## config.mk

```make
export PLATFORM = sky130hd
export DESIGN_NAME = bus_demux_regfile
export DESIGN_NICKNAME = d
export VERILOG_FILES = /design/src/rtl/bus_demux_regfile_pkg.sv /design/src/rtl/bus_demux_regfile_dest_decoder.sv /design/src/rtl/bus_demux_regfile.sv
export SDC_FILE = /design/constraint.sdc
export NUM_CORES = 1
export LEC_CHECK = 0
export CORE_ASPECT_RATIO = 1.5
export CORE_MARGIN = 2
export CORE_UTILIZATION = 35
export CTS_CLUSTER_DIAMETER = 150
export CTS_CLUSTER_SIZE = 8
export DETAILED_ROUTE_END_ITERATION = 12
export PLACE_DENSITY = 0.62
export REMOVE_ABC_BUFFERS = 1
export SLEW_MARGIN = 20
export SYNTH_ARGS = -nofsm -noshare
export SYNTH_HDL_FRONTEND = slang
export SYNTH_SLANG_ARGS = --single-unit
export TNS_END_PERCENT = 1
```

## constraint.sdc

```tcl
create_clock -name clk -period 5.5 [get_ports clk]
set_input_delay 0.825 -clock clk [delete_from_list [all_inputs] [get_ports clk]]
set_output_delay 0.825 -clock clk [all_outputs]
set_load 0.02 [all_outputs]
```

## src/rtl/bus_demux_regfile_pkg.sv

```systemverilog
// Shared constants and types for the bus write-side register file.
// Destination codes are laid out as: GPRs first, then HI, LO and the HI:LO pair.
package bus_demux_regfile_pkg;

    localparam int DATA_W   = 32;
    localparam int NUM_REGS = 16;
    localparam int SEL_W    = 5;
    localparam int R0_ZERO  = 1;

    localparam int DEST_HI   = NUM_REGS;
    localparam int DEST_LO   = NUM_REGS + 1;
    localparam int DEST_PAIR = NUM_REGS + 2;

    typedef enum logic {
        IDLE    = 1'b0,
        PAIR_HI = 1'b1
    } state_e;

endpackage

```

## src/rtl/bus_demux_regfile_dest_decoder.sv

```systemverilog
// Combinational destination decoder: binary dest code to one-hot enables.
// Any code outside the one-hot range raises illegal_o and leaves every enable low.
module bus_demux_regfile_dest_decoder #(
    parameter int SEL_W    = 5,
    parameter int NUM_DEST = 19
) (
    input  logic [SEL_W-1:0]    dest_sel_i,
    output logic [NUM_DEST-1:0] onehot_o,
    output logic                illegal_o
);

    for (genvar gi = 0; gi < NUM_DEST; gi++) begin : g_dec
        assign onehot_o[gi] = (dest_sel_i == SEL_W'(gi));
    end

    assign illegal_o = ~|onehot_o;

endmodule

```

## src/rtl/bus_demux_regfile.sv

```systemverilog
// Bus write side: loads one bus word per beat into a GPR, HI or LO, and
// accepts a 64-bit HI:LO result as two beats (LO first, then HI).
module bus_demux_regfile #(
    parameter int DATA_W   = bus_demux_regfile_pkg::DATA_W,
    parameter int NUM_REGS = bus_demux_regfile_pkg::NUM_REGS,
    parameter int SEL_W    = bus_demux_regfile_pkg::SEL_W,
    parameter int R0_ZERO  = bus_demux_regfile_pkg::R0_ZERO
) (
    input  logic                        clk,
    input  logic                        rst,
    input  logic [DATA_W-1:0]           bus_in,
    input  logic [SEL_W-1:0]            dest_sel,
    input  logic                        wr_valid,
    output logic                        wr_ready,
    output logic                        wr_err,
    output logic                        pair_busy,
    input  logic [$clog2(NUM_REGS)-1:0] rd_sel,
    output logic [DATA_W-1:0]           rd_data,
    output logic [DATA_W-1:0]           hi_out,
    output logic [DATA_W-1:0]           lo_out
);
    import bus_demux_regfile_pkg::*;

    localparam int N_DEST = NUM_REGS + 3;
    localparam int IDX_HI = NUM_REGS;
    localparam int IDX_LO = NUM_REGS + 1;
    localparam int IDX_PR = NUM_REGS + 2;

    logic [N_DEST-1:0]   dest_onehot;
    logic                dest_illegal;
    logic                accept;
    logic                in_idle;
    state_e              state_q, state_d;
    logic [DATA_W-1:0]   gpr_q [NUM_REGS];
    logic [DATA_W-1:0]   hi_q, lo_q;
    logic                err_q, err_d;
    logic [NUM_REGS-1:0] gpr_we;
    logic                hi_we, lo_we;

    bus_demux_regfile_dest_decoder #(
        .SEL_W    (SEL_W),
        .NUM_DEST (N_DEST)
    ) u_dest_decoder (
        .dest_sel_i (dest_sel),
        .onehot_o   (dest_onehot),
        .illegal_o  (dest_illegal)
    );

    // Reset takes priority over a simultaneous beat, so rst also blocks acceptance.
    assign wr_ready = !rst;
    assign accept   = wr_valid && !rst;
    assign in_idle  = (state_q == IDLE);

    always_comb begin
        state_d = state_q;
        case (state_q)
            IDLE:    if (accept && dest_onehot[IDX_PR]) state_d = PAIR_HI;
            PAIR_HI: if (accept)                        state_d = IDLE;
            default: state_d = IDLE;
        endcase
    end

    // The second beat of a pair always lands in HI regardless of dest_sel.
    for (genvar gi = 0; gi < NUM_REGS; gi++) begin : g_gpr_we
        if (R0_ZERO != 0 && gi == 0) begin : g_r0
            assign gpr_we[gi] = 1'b0;
        end else begin : g_rn
            assign gpr_we[gi] = accept && in_idle && dest_onehot[gi];
        end
    end

    assign hi_we = accept && (!in_idle || dest_onehot[IDX_HI]);
    assign lo_we = accept && in_idle && (dest_onehot[IDX_LO] || dest_onehot[IDX_PR]);
    assign err_d = accept && in_idle && dest_illegal;

    always_ff @(posedge clk) begin
        if (rst) begin
            for (int i = 0; i < NUM_REGS; i++) begin
                gpr_q[i] <= '0;
            end
            hi_q    <= '0;
            lo_q    <= '0;
            err_q   <= 1'b0;
            state_q <= IDLE;
        end else begin
            for (int i = 0; i < NUM_REGS; i++) begin
                if (gpr_we[i]) gpr_q[i] <= bus_in;
            end
            if (hi_we) hi_q <= bus_in;
            if (lo_we) lo_q <= bus_in;
            err_q   <= err_d;
            state_q <= state_d;
        end
    end

    always_comb begin
        rd_data = gpr_q[rd_sel];
        if (R0_ZERO != 0 && rd_sel == '0) rd_data = '0;
    end

    assign hi_out    = hi_q;
    assign lo_out    = lo_q;
    assign wr_err    = err_q;
    assign pair_busy = (state_q == PAIR_HI);

endmodule

```

======== Word-level counts from Yosys, hierarchy flattened ========
Memories as Yosys holds them, arrays and structs flattened.
Index checks and enable logic that the tools add are counted.
word-level totals
  input bits .............................. 44
  memories ................................ 1
  memory bits (read-only) ................. 0
  logic and storage cells ................. 133
  flip-flop bits (word level) ............. 66
  output and inout bits ................... 99
  bits in latches ......................... 0
  bits in writable memories ............... 512
memories
  name   depth  bits a word  rd ports  clocked after memory_dff  write ports  RTL line                 text
  gpr_q  16     32           1         0                         16           bus_demux_regfile.sv:34  logic [DATA_W-1:0] gpr_q [NUM_REGS];
operators by class
  div/mod/pow operators ................... 0
  shifts and indexed selects .............. 0
  reduce and logical (&&, ||, !) cells .... 28
  bitwise gates (word level) .............. 16
  add/subtract/negate cells ............... 0
  order comparisons ....................... 0
  $mul .................................... 0
  eq/ne operators ......................... 18
  multiplexer cells ....................... 66
operator list
  operator                                                         count
  32-bit 2-to-1 mux                                                16
  1-bit 2-to-1 mux                                                 49
  5-bit by 4-bit == test with 1-bit output, second input constant  8
  1-bit logical AND                                                21
  5-bit by 3-bit == test with 1-bit output, second input constant  4
  19-bit OR reduction                                              1
  5-bit == test, second input constant                             3
  1-bit OR                                                         15
  5-bit by 2-bit == test with 1-bit output, second input constant  2
  5-bit by 1-bit == test with 1-bit output, second input constant  1
  5-bit logical NOT                                                1
  4-bit logical NOT                                                1
  1-bit logical NOT                                                2
  1-bit logical OR                                                 2
  1-bit case mux with 2 select lines                               1
  1-bit NOT                                                        1

======== Longest topological paths before layout ========
Gate-level depths: netlist of run 1.
  depth in word-level cells ............... 8
  mapped depth ............................ 7
  depth with buffers taken out ............ 4

======== By module ========
Synthesis of run 1 repeated with hierarchy kept, for this count alone.
unflattened totals
  cells, all modules ...................... 1679
  area total of the unflattened synthesis .. 23722.8 um^2
modules (own cells, without submodules)
  module                          sequential area each (um^2)  cells an instance  area an instance (um^2)  times used
  bus_demux_regfile               15735.1                      1645               23537.6                  1
  bus_demux_regfile_dest_decoder  0.0                          34                 185.2                    1

======== Worst setup path before layout of run 1 ========
OpenSTA, ideal clock, no wires.
  path type ............................... input to register
  from .................................... in rst
  to ...................................... mem gpr_q[6][0] (enable)
  path slack .............................. 1.277 ns
  arrival time ............................ 3.757 ns
  stages .................................. 4
  library setup time ...................... 0.466 ns
  buffers on the path ..................... 1
  data required time ...................... 5.034 ns
  cell sequence ........................... buf_6 -> nor3b_4 -> nand3_4 -> o21ai_0
RTL lines
  element          RTL line                 text
  start, declared  bus_demux_regfile.sv:10  input logic rst,
  end, declared    bus_demux_regfile.sv:34

======== Final worst setup path of run 1 ========
  from .................................... in rd_sel[2]
  to ...................................... out rd_data[20]
on the way
  longest elaborated chain between the ends .. 2
  elaborated cells on any way between the ends .. 3
  those cells by class .................... 1 x mux; 1 x reduce/logical; 1 x memory
RTL lines
  element                                                         RTL line                 text
  start, declared                                                 bus_demux_regfile.sv:17  input logic [$clog2(NUM_REGS)-1:0] rd_sel,
  memory 16 x 32 bit / 4-bit logical NOT (equally long branches)  -
  32-bit 2-to-1 mux *                                             bus_demux_regfile.sv:98  if (R0_ZERO != 0 && rd_sel == '0) rd_data = '0;
  end, declared                                                   bus_demux_regfile.sv:18  output logic [DATA_W-1:0] rd_data,
Every way passes the cells marked *; elsewhere a longest branch is shown, timed or not.

==> results of run 1 <==
-- critical path: stages --
cell and delay [ns]:
sky130_fd_sc_hd__buf_2 0.50, sky130_fd_sc_hd__nand2b_1 0.69, sky130_fd_sc_hd__o221ai_1 0.50, sky130_fd_sc_hd__nand2_1 0.09, sky130_fd_sc_hd__a221o_1 0.36, sky130_fd_sc_hd__clkdlybuf4s50_1 0.56
-- cell usage after synthesis, types with 2 or more instances --
master	count
sky130_fd_sc_hd__edfxtp_1	480
sky130_fd_sc_hd__and2_1	224
sky130_fd_sc_hd__nand2_1	121
sky130_fd_sc_hd__clkbuf_1	76
sky130_fd_sc_hd__mux2_2	72
sky130_fd_sc_hd__dfxtp_1	66
sky130_fd_sc_hd__and3_1	65
sky130_fd_sc_hd__mux4_2	64
sky130_fd_sc_hd__nor2b_1	60
sky130_fd_sc_hd__a21oi_1	51
sky130_fd_sc_hd__mux2i_1	36
sky130_fd_sc_hd__buf_6	20
sky130_fd_sc_hd__clkbuf_2	20
sky130_fd_sc_hd__mux2_4	20
sky130_fd_sc_hd__nand3_1	19
sky130_fd_sc_hd__a211o_1	18
sky130_fd_sc_hd__a221oi_1	18
sky130_fd_sc_hd__and3b_1	18
sky130_fd_sc_hd__o211ai_1	18
sky130_fd_sc_hd__a221o_1	14
sky130_fd_sc_hd__a22o_1	14
sky130_fd_sc_hd__and2b_2	14
sky130_fd_sc_hd__o221ai_1	14
sky130_fd_sc_hd__buf_2	13
sky130_fd_sc_hd__buf_4	13
sky130_fd_sc_hd__nor2_1	11
sky130_fd_sc_hd__and2b_1	6
sky130_fd_sc_hd__a21o_1	4
sky130_fd_sc_hd__nand2b_1	4
sky130_fd_sc_hd__o21ai_0	4
sky130_fd_sc_hd__or2_2	4
sky130_fd_sc_hd__nor3b_4	3
sky130_fd_sc_hd__and3_2	2
sky130_fd_sc_hd__nor3_2	2
-- routing by layer --
layer / vias to the layer above / track usage, %
met5: - / 0
met4: 0 / 6.895
met3: 130 / 3.413
met2: 531 / 34.27
met1: 7298 / 22.80
li1: 6248 / -
-- power groups by stage --
| stage | Sequential [mW] | Clock [mW] | Combinational (mW) |
|---|---|---|---|
| 3_5_place_dp | 4.91 | 0 | 0.859 |
| 5_1_grt | 4.85 | 4.73 | 0.905 |
| 6_report | 4.83 | 4.49 | 0.848 |
| 2_1_floorplan | 4.89 | 0 | 0.416 |
| 3_3_place_gp | 4.89 | 0 | 0.847 |
| 4_1_cts | 4.83 | 4.57 | 0.862 |
-- registers in the layout, summed over array words and instances, names as in the netlist --
name,flops
gpr_q,480
hi_out,32
lo_out,32
pair_busy,1
wr_err,1
-- worst min-delay path by stage --
| stage | slack [ns] | cells after the start | to | start |
|---|---|---|---|---|
| after detailed placement | 0.45 | 2 | lo_out[16] | lo_out[16] |
| after CTS | 0.45 | 2 | lo_out[16] | lo_out[16] |
| after global routing | 0.47 | 2 | lo_out[4] | lo_out[4] |
| after global placement | 0.44 | 2 | lo_out[30] | lo_out[30] |
| final | 0.45 | 2 | lo_out[16] | lo_out[16] |
| after floorplan | 0.53 | 2 | lo_out[0] | lo_out[0] |
-- per-stage QoR --
stage               instances  utilization, %  instance area [µm²]
finish                   2684           42.02                28480
CTS                      2682           42.01                28470
floorplan                1457               -                23130
detailed placement       2538           38.62                26180
global route             2683           42.01                28470
global placement         2538           38.62                26180
-- cell families after synthesis --
group / share of synthesized area [%]
buffers and inverters: 3.281
and+or+nand+nor: 13.88
AOI/OAI and AO/OA: 4.809
DFF: 65.81
muxes: 12.18
xor gates and xnor gates: 0.03664
-- final cells by class --
cell class              count  area share, %
clock inverters             7         0.3471
flip-flops and latches    546          55.25
repair buffers            189          6.428
diodes                      2        0.01757
inverters                   2        0.02636
well taps                 892          3.919
clock buffers             137          7.706
multi-input cells         909          26.30
-- layout by cell type (no fill, tap or decap), types with 18 or more instances in the layout --
cell / n
sky130_fd_sc_hd__edfxtp_1: 480
sky130_fd_sc_hd__and2_1: 224
sky130_fd_sc_hd__clkdlybuf4s50_1: 138
sky130_fd_sc_hd__nand2_1: 121
sky130_fd_sc_hd__clkbuf_16: 79
sky130_fd_sc_hd__mux2_2: 72
sky130_fd_sc_hd__dfxtp_1: 66
sky130_fd_sc_hd__and3_1: 65
sky130_fd_sc_hd__mux4_2: 64
sky130_fd_sc_hd__nor2b_1: 60
sky130_fd_sc_hd__clkbuf_1: 58
sky130_fd_sc_hd__a21oi_1: 51
sky130_fd_sc_hd__buf_4: 44
sky130_fd_sc_hd__mux2i_1: 36
sky130_fd_sc_hd__mux2_4: 20
sky130_fd_sc_hd__and3b_1: 18
sky130_fd_sc_hd__a211o_1: 18
sky130_fd_sc_hd__a221oi_1: 18
sky130_fd_sc_hd__nand3_1: 18
sky130_fd_sc_hd__o211ai_1: 18
==> run summary, run 1 <==
- 0 — count of hold buffers inserted by post-cts repair
- 19.11% — area delta synth->final
- 0.62 ns — clock insertion delay at the later pin of the skew report
- built — CTS tree
- 47.5% — Sequential Power Share
- 0.05 ns — clock-pin slew reported for the worst setup and hold paths after clock tree synthesis
- 0 — final number of max-transition violations
- 1.083 ns — post-placement setup slack
- 23,910 µm² — cell area after synthesis
- 8.3% — Logic pwr share
- 0.2271 GHz — f_max
- 1.096 ns — min setup slack post-route
- 5.293 — number of vias per cell
- 67,780 µm² — area of the core
- 19.08% — total global routing track utilization
- 546 — number of synthesized register bits
- rd_data[20] — end point of the critical path
- 0 — # DRC
- 65.81% — sequential area share after synthesis
- sky130_fd_sc_hd__edfxtp_1 60%, sky130_fd_sc_hd__mux4_2 6.0%, sky130_fd_sc_hd__and2_1 5.9% — dominant cells by area after synthesis
- 324.1 µm — floorplan die height
- 46 — count of cell types in the netlist
- sky130_fd_sc_hd__edfxtp_1 — primary flip-flop cell chosen by synthesis mapping
- 7.807 mW — Power Internal
- rd_sel[2] — origin of the worst setup path
- met4 — DR top layer
- 35.28% — initial core utilization
- 10.17 nW — leakage power summed over all cells
- 38,900 µm — HPWL after DPL
- 44.2% — Clock Power Share
- 7490 µm² — area taken by multi-input logic gates
- 15,740 µm² — footprint of the flip-flops and latches
- 0% — fraction of registers with async set/reset
- 0 — final hold violation count
- input port — Setup crit start kind
- 66,730 µm — total routed wirelength
- sky130_fd_sc_hd__clkbuf_16 — root buffer selected by CTS
- complete, no violations — status
- reg2reg — worst hold path class
- pair_busy — R2R Path Start
- 22.95% — relative slew slack
- 1,206 — violation count after the first detailed-routing iteration
- 4 — number of iterations in the first detailed-routing pass
- 14,210 — routed vias
- 3.58 ns — data arrival at the endpoint of the critical path
- 24.86 µm — WL/cell
- 6,069 — Filler cells
- 0 — total gr overflow
- 546 — TritonCTS sink count
- 20 — highest fanout seen on the critical path
- 3 — H-Tree Depth
- 79 — pin count of the biggest net entering global routing
- 97,660 µm — wire length of the first global-routing pass
- primary output — crit end category
- 0.7669 — gpl congestion
- 70,460 µm² — Die Outline Area
- 23.20% — sw frac
- 4037 µm — routed wl met3
- 0.4514 ns — Post-Route Hold Slack
- 34,780 µm — routed length on met2
- 14.94 µm² — Post-Syn Area per Cell
- 3 — largest buffer count on any clock path
- gpr_q[12][28] — r2r endpoint
- 25,950 µm — metal1 wirelength
- 142 — number of input and output port buffers inserted
- 2 — antenna violations before repair
- 217.4 µm — Die Width
- 14,940 — number of global-route vias before repair
- 18.77% — proportion of layout cells with a drive suffix above 1
- 0 — Final setup violation count
- 0 — Resize count post-CTS
- 143 — I/O pin count
- 0 — remaining antenna violation count
- 78 — TritonCTS Buffers
- 60.29% — area fraction of the dominant cell type after synthesis
- 117 — number of core rows
- 80.07% — Final period util
- 4.404 ns — minimum clock period
- 0 — total of warnings raised by yosys
- 2.358 mW — net switching component of the power
- 0.02342 ns — worst clock skew
- 356.9 nW/µm² — total power per unit cell area
- 0 — Post-CTS Setup Bufs
- 0 — Max-Cap Viols
- in2out — class of the most critical setup path
- 2.81 ns — setup slack, reg-to-reg
- sky130_fd_sc_hd__edfxtp_1 — dominant cell type by area after synthesis
- 1.153 ns — pin slew with the least headroom to its limit
- 1,600 — count of mapped cells out of synthesis
- no — setup repair after global routing missed its margin
- 0 ns — summed negative setup slack over all endpoints
- 5 — worst r2r path cells
- 1,770 — # nets final
- 0.1650 mV — Worst VDD drop
- 480 — number of enable-type register cells in the synthesized netlist
- 4.68 ns — WP data required
- 10.16 mW — total design power
No activity file was read; power rests on OpenSTA's default activity.
==> run 2, diff against run 1 <==
PLACE_DENSITY = 0.64   (was 0.62)
clock period = 3.5 ns   (was 5.5 ns; I/O delays follow)
==> run summary, run 2 (synthesis gave the netlist of run 1 again) <==
- 5.249 — number of vias per cell
- 18.24% — total global routing track utilization
- 0.61 ns — clock insertion delay at the later pin of the skew report
- 0 — Final setup violation count
- 64,480 µm — total routed wirelength
- 546 — TritonCTS sink count
- 38,830 µm — HPWL after DPL
- 7470 µm² — area taken by multi-input logic gates
- input port — Setup crit start kind
- 20.60% — area delta synth->final
- 217.4 µm — Die Width
- in2out — class of the most critical setup path
- 67,780 µm² — area of the core
- 2.97 ns — WP data required
- 480 x sky130_fd_sc_hd__edfxtp_1, 224 x sky130_fd_sc_hd__and2_1, 125 x sky130_fd_sc_hd__clkdlybuf4s50_1 — leading cell types in the layout, fill and taps excluded
- 0.01380 ns — worst clock skew
- 14,290 — routed vias
- 5 — number of iterations in the first detailed-routing pass
- 142 — number of input and output port buffers inserted
- 93,660 µm — wire length of the first global-routing pass
- 3.347 ns — minimum clock period
- 0.3453 mV — Worst VDD drop
- 143 — I/O pin count
- 117 — number of core rows
- 10.43 nW — leakage power summed over all cells
- 0.2988 GHz — f_max
- 0 — count of hold buffers inserted by post-cts repair
- 15.96 mW — total design power
- 1,810 — # nets final
- built — CTS tree
- 28,840 µm² — final standard cell area without fillers
- 3 — largest buffer count on any clock path
- 480 — max reg flops
- 0 — Post-CTS Setup Bufs
- 6,033 — Filler cells
- sky130_fd_sc_hd__edfxtp_1 — most frequent standard cell in the layout excluding fill and tap cells
- 0 — total gr overflow
- reg2reg — worst hold path class
- 45 — pin count of the biggest net entering global routing
- 553.5 nW/µm² — total power per unit cell area
- 0 — remaining antenna violation count
- 0 — final number of max-transition violations
- 78 — TritonCTS Buffers
- 1,004 — violation count after the first detailed-routing iteration
- 0 — antenna violations before repair
- 0 — final hold violation count
- 42.54% — final core occ
- 0 — # DRC
- 23.68 µm — WL/cell
- 26,550 µm² — Post-Place Cell Area
- 1.127 ns — pin slew with the least headroom to its limit
- 1.23 ns — setup slack, reg-to-reg
- sky130_fd_sc_hd__clkbuf_16 — root buffer selected by CTS
- 95.63% — Final period util
- 0.1339 ns — post-placement setup slack
- 0.05 ns — clock-pin slew reported for the worst setup and hold paths after clock tree synthesis
- 0 — n_diodes
- 12 — highest fanout seen on the critical path
- 14,800 — number of global-route vias before repair
- 21.14% — proportion of layout cells with a drive suffix above 1
- 2.82 ns — data arrival at the endpoint of the critical path
- 3 — H-Tree Depth
- gpr_q — largest register by flop count
- 0.4529 ns — Post-Route Hold Slack
- 0.1529 ns — min setup slack post-route
- 0.7551 — gpl congestion
- no — setup repair after global routing missed its margin
- 35.28% — initial core utilization
- 70,460 µm² — Die Outline Area
- primary output — crit end category
- 0 — Max-Cap Viols
- 24.68% — relative slew slack
- 15,740 µm² — footprint of the flip-flops and latches
- 324.1 µm — floorplan die height
- complete, no violations — status
run 2: changes by cell type in the layout (fill, tap and decap cells not counted), moves of 4 or more:
cell and delta:
sky130_fd_sc_hd__nor2_2 +4, sky130_fd_sc_hd__buf_12 +10, sky130_fd_sc_hd__nor2_4 -4, sky130_fd_sc_hd__buf_4 +42, sky130_fd_sc_hd__clkdlybuf4s50_1 -13
run 2: where the power goes:
part	switching (mW)	total, mW	internal, mW
registers	0.0935	7.58	7.48
logic	0.802	1.37	0.566
clock network	2.74	7.01	4.27
run 2: cell type report:
class	instances	area share, %
sequential	546	54.57
inverter	2	0.02603
timing repair buffer	229	7.728
multi-input combinational	909	25.90
clock inverter	5	0.1779
tap	892	3.871
clock buffer	140	7.724
run 2: metrics by stage:
stage	setup TNS [ns]	cells
floorplan	-36.44	1457
global placement	0	2578
detailed placement	0	2578
CTS	0	2723
global route	0	2723
finish	0	2723
run 2: final timing paths:
path / from / to / cells after the start
min reg2reg: lo_out[8] / lo_out[8] / 2
max reg2reg: pair_busy / gpr_q[11][9] / 6
max: rd_sel[1] / rd_data[26] / 5
min: lo_out[8] / lo_out[8] / 2
run 2: repair_timing:
item,CTS,global route
hold endpoints to repair,0,0
endpoints found under the setup margin,0,1
gates resized for setup,0,1
run 2: layer usage:
metal / part of all wire [%] / up-vias / GRT usage, %
met3: 5.4 / 117 / 3.141
met4: 3.3 / 0 / 7.671
li1: - / 6325 / -
met5: 0 / - / 0
met1: 39 / 7334 / 21.28
met2: 53 / 518 / 32.96
run 2: worst max-delay path, stage by stage:
cell,delay [ns]
sky130_fd_sc_hd__buf_4,0.22
sky130_fd_sc_hd__nor2b_1,0.92
sky130_fd_sc_hd__a22o_1,0.28
sky130_fd_sc_hd__a221o_1,0.22
sky130_fd_sc_hd__clkdlybuf4s50_1,0.63
==> run 3, diff against run 2 <==
CAP_MARGIN = 20   (was not set)
CORE_UTILIZATION = 54   (was 35)
PLACE_DENSITY = 0.86   (was 0.64)
==> run summary, run 3 (synthesis gave the netlist of run 1 again) <==
- 0 — final hold violation count
- 41.53% — relative slew slack
- 64.85% — final core occ
- 175.8 µm — Die Width
- 1,792 — # nets final
- 0 — Max-Cap Viols
- 480 x sky130_fd_sc_hd__edfxtp_1, 224 x sky130_fd_sc_hd__and2_1, 137 x sky130_fd_sc_hd__clkdlybuf4s50_1 — leading cell types in the layout, fill and taps excluded
- sky130_fd_sc_hd__clkdlybuf4s50_1 — cell with the largest stage delay on the worst path
- 0 — count of hold buffers inserted by post-cts repair
- 46,010 µm² — Die Outline Area
- input port — Setup crit start kind
- 0.58 ns — clock insertion delay at the later pin of the skew report
- 6313 µm — routed wl met3
- 98.18% — Final period util
- 0 — final number of max-transition violations
- 0.05 ns — clock-pin slew reported for the worst setup and hold paths after clock tree synthesis
- 36,230 µm — HPWL after DPL
- 0 — total gr overflow
- 21,530 µm — metal1 wirelength
- 1,676 — violation count after the first detailed-routing iteration
- 43,750 µm² — area of the core
- 0.8133 — gpl congestion
- 0 — Post-CTS Setup Bufs
- built — CTS tree
- sky130_fd_sc_hd__edfxtp_1 — most frequent standard cell in the layout excluding fill and tap cells
- 0 — Final setup violation count
- 0.8730 ns — pin slew with the least headroom to its limit
- 6.378 — number of vias per cell
- 27.98% — total global routing track utilization
- sky130_fd_sc_hd__clkdlybuf4s50_1 — cell repeated most along the worst path
- 261.7 µm — floorplan die height
- 18.67% — area delta synth->final
- 0 — # DRC
- 94 — number of core rows
- 0.2910 GHz — f_max
- gpr_q — largest register by flop count
- rst — min-delay src
- 142 — number of input and output port buffers inserted
- 15,040 — routed vias
- 3 — Hold Path Cell Cnt
- 555.4 nW/µm² — total power per unit cell area
- met4 — DR top layer
- 64 — pin count of the biggest net entering global routing
- 143 — I/O pin count
- 95,300 µm — wire length of the first global-routing pass
- 0 — Resize count post-CTS
- complete, no violations — status
- clkdlybuf4s50_1 > inv_2 > a221oi_1 > a21oi_1 > o211ai_1 > clkdlybuf4s50_1 — cells along the critical path
- pair_busy — R2R Path Start
- primary output — crit end category
- in2reg — worst hold path class
- 27.19 µm — WL/cell
- 64,110 µm — total routed wirelength
- 0 — remaining antenna violation count
- no — setup repair after global routing missed its margin
- 10.34 nW — leakage power summed over all cells
- 0.4546 ns — Post-Route Hold Slack
- 26,200 µm² — Post-Place Cell Area
- buffers and inverters — critical path's top delay family
- 0 — n_diodes
- 32,870 µm — routed length on met2
- 3 — largest buffer count on any clock path
- 5 — worst r2r path cells
- 2.91 ns — data arrival at the endpoint of the critical path
- 20.09% — proportion of layout cells with a drive suffix above 1
- 1.27 ns — setup slack, reg-to-reg
- wr_err — hold path endpoint
- 0.4235 mV — Worst VDD drop
- 480 — max reg flops
- 5 — number of iterations in the first detailed-routing pass
- 15,940 — number of global-route vias before repair
- in2out — class of the most critical setup path
- 28,370 µm² — final standard cell area without fillers
- gpr_q[4][20] — r2r endpoint
- 78 — TritonCTS Buffers
- 546 — TritonCTS sink count
- 15.76 mW — total design power
- 2.97 ns — WP data required
- 0.01375 ns — worst clock skew
- 3 — H-Tree Depth
- sky130_fd_sc_hd__clkbuf_16 — root buffer selected by CTS
- 0.68 ns — delay of the slowest critical-path stage
- 15 — highest fanout seen on the critical path
- 0 ns — summed negative setup slack over all endpoints
- 54.65% — initial core utilization
- 3.436 ns — minimum clock period
- 3 — Buf/Inv on CP
- 0 — antenna violations before repair
-- run 3: worst reg2reg max path, cell delays in order, from the launching register on --
cell and delay [ns]:
sky130_fd_sc_hd__dfxtp_1 0.37, sky130_fd_sc_hd__nor3b_4 0.40, sky130_fd_sc_hd__nand3_4 0.25, sky130_fd_sc_hd__nor3_4 0.19, sky130_fd_sc_hd__or2_2 0.45, sky130_fd_sc_hd__buf_12 0.26
-- run 3: per-stage QoR --
step	instances	worst slack [ns]
final	2358	0.06356
after global routing	2358	0.05320
after CTS	2358	0.04443
after detailed placement	2244	0.1447
after global placement	2244	0.1352
after floorplan	1457	-0.2972
-- run 3: area by class of cell --
type	count	area [µm²]
sequential	546	15740
clock buffer	109	2111
clock inverter	5	51.30
tap	576	720.7
fill	2774	15380
multi-input combinational	909	7473
timing repair buffer	211	2273
inverter	2	7.507
-- run 3: how the worst max path moves through the flow --
stage / startpoint / endpoint / slack (ns) / cells past startpoint
after floorplan: rst / gpr_q[6][0] / -0.30 / 3
after global placement: rd_sel[2] / rd_data[18] / 0.14 / 7
after detailed placement: rd_sel[3] / rd_data[10] / 0.14 / 7
after CTS: rd_sel[3] / rd_data[10] / 0.04 / 7
after global routing: rd_sel[3] / rd_data[16] / 0.05 / 6
final: rd_sel[3] / rd_data[16] / 0.06 / 6
-- run 3: power by group --
| group | switching (mW) | total, mW | internal, mW |
|---|---|---|---|
| clock | 2.62 | 6.75 | 4.13 |
| combinational | 0.823 | 1.40 | 0.578 |
| sequential | 0.117 | 7.61 | 7.49 |
-- run 3: per-layer routing --
metal  global-route usage (%)  up-vias
met5                        0        -
met4                    16.02        0
li1                         -     6253
met1                    32.73     7484
met2                    48.38     1070
met3                    5.541      232
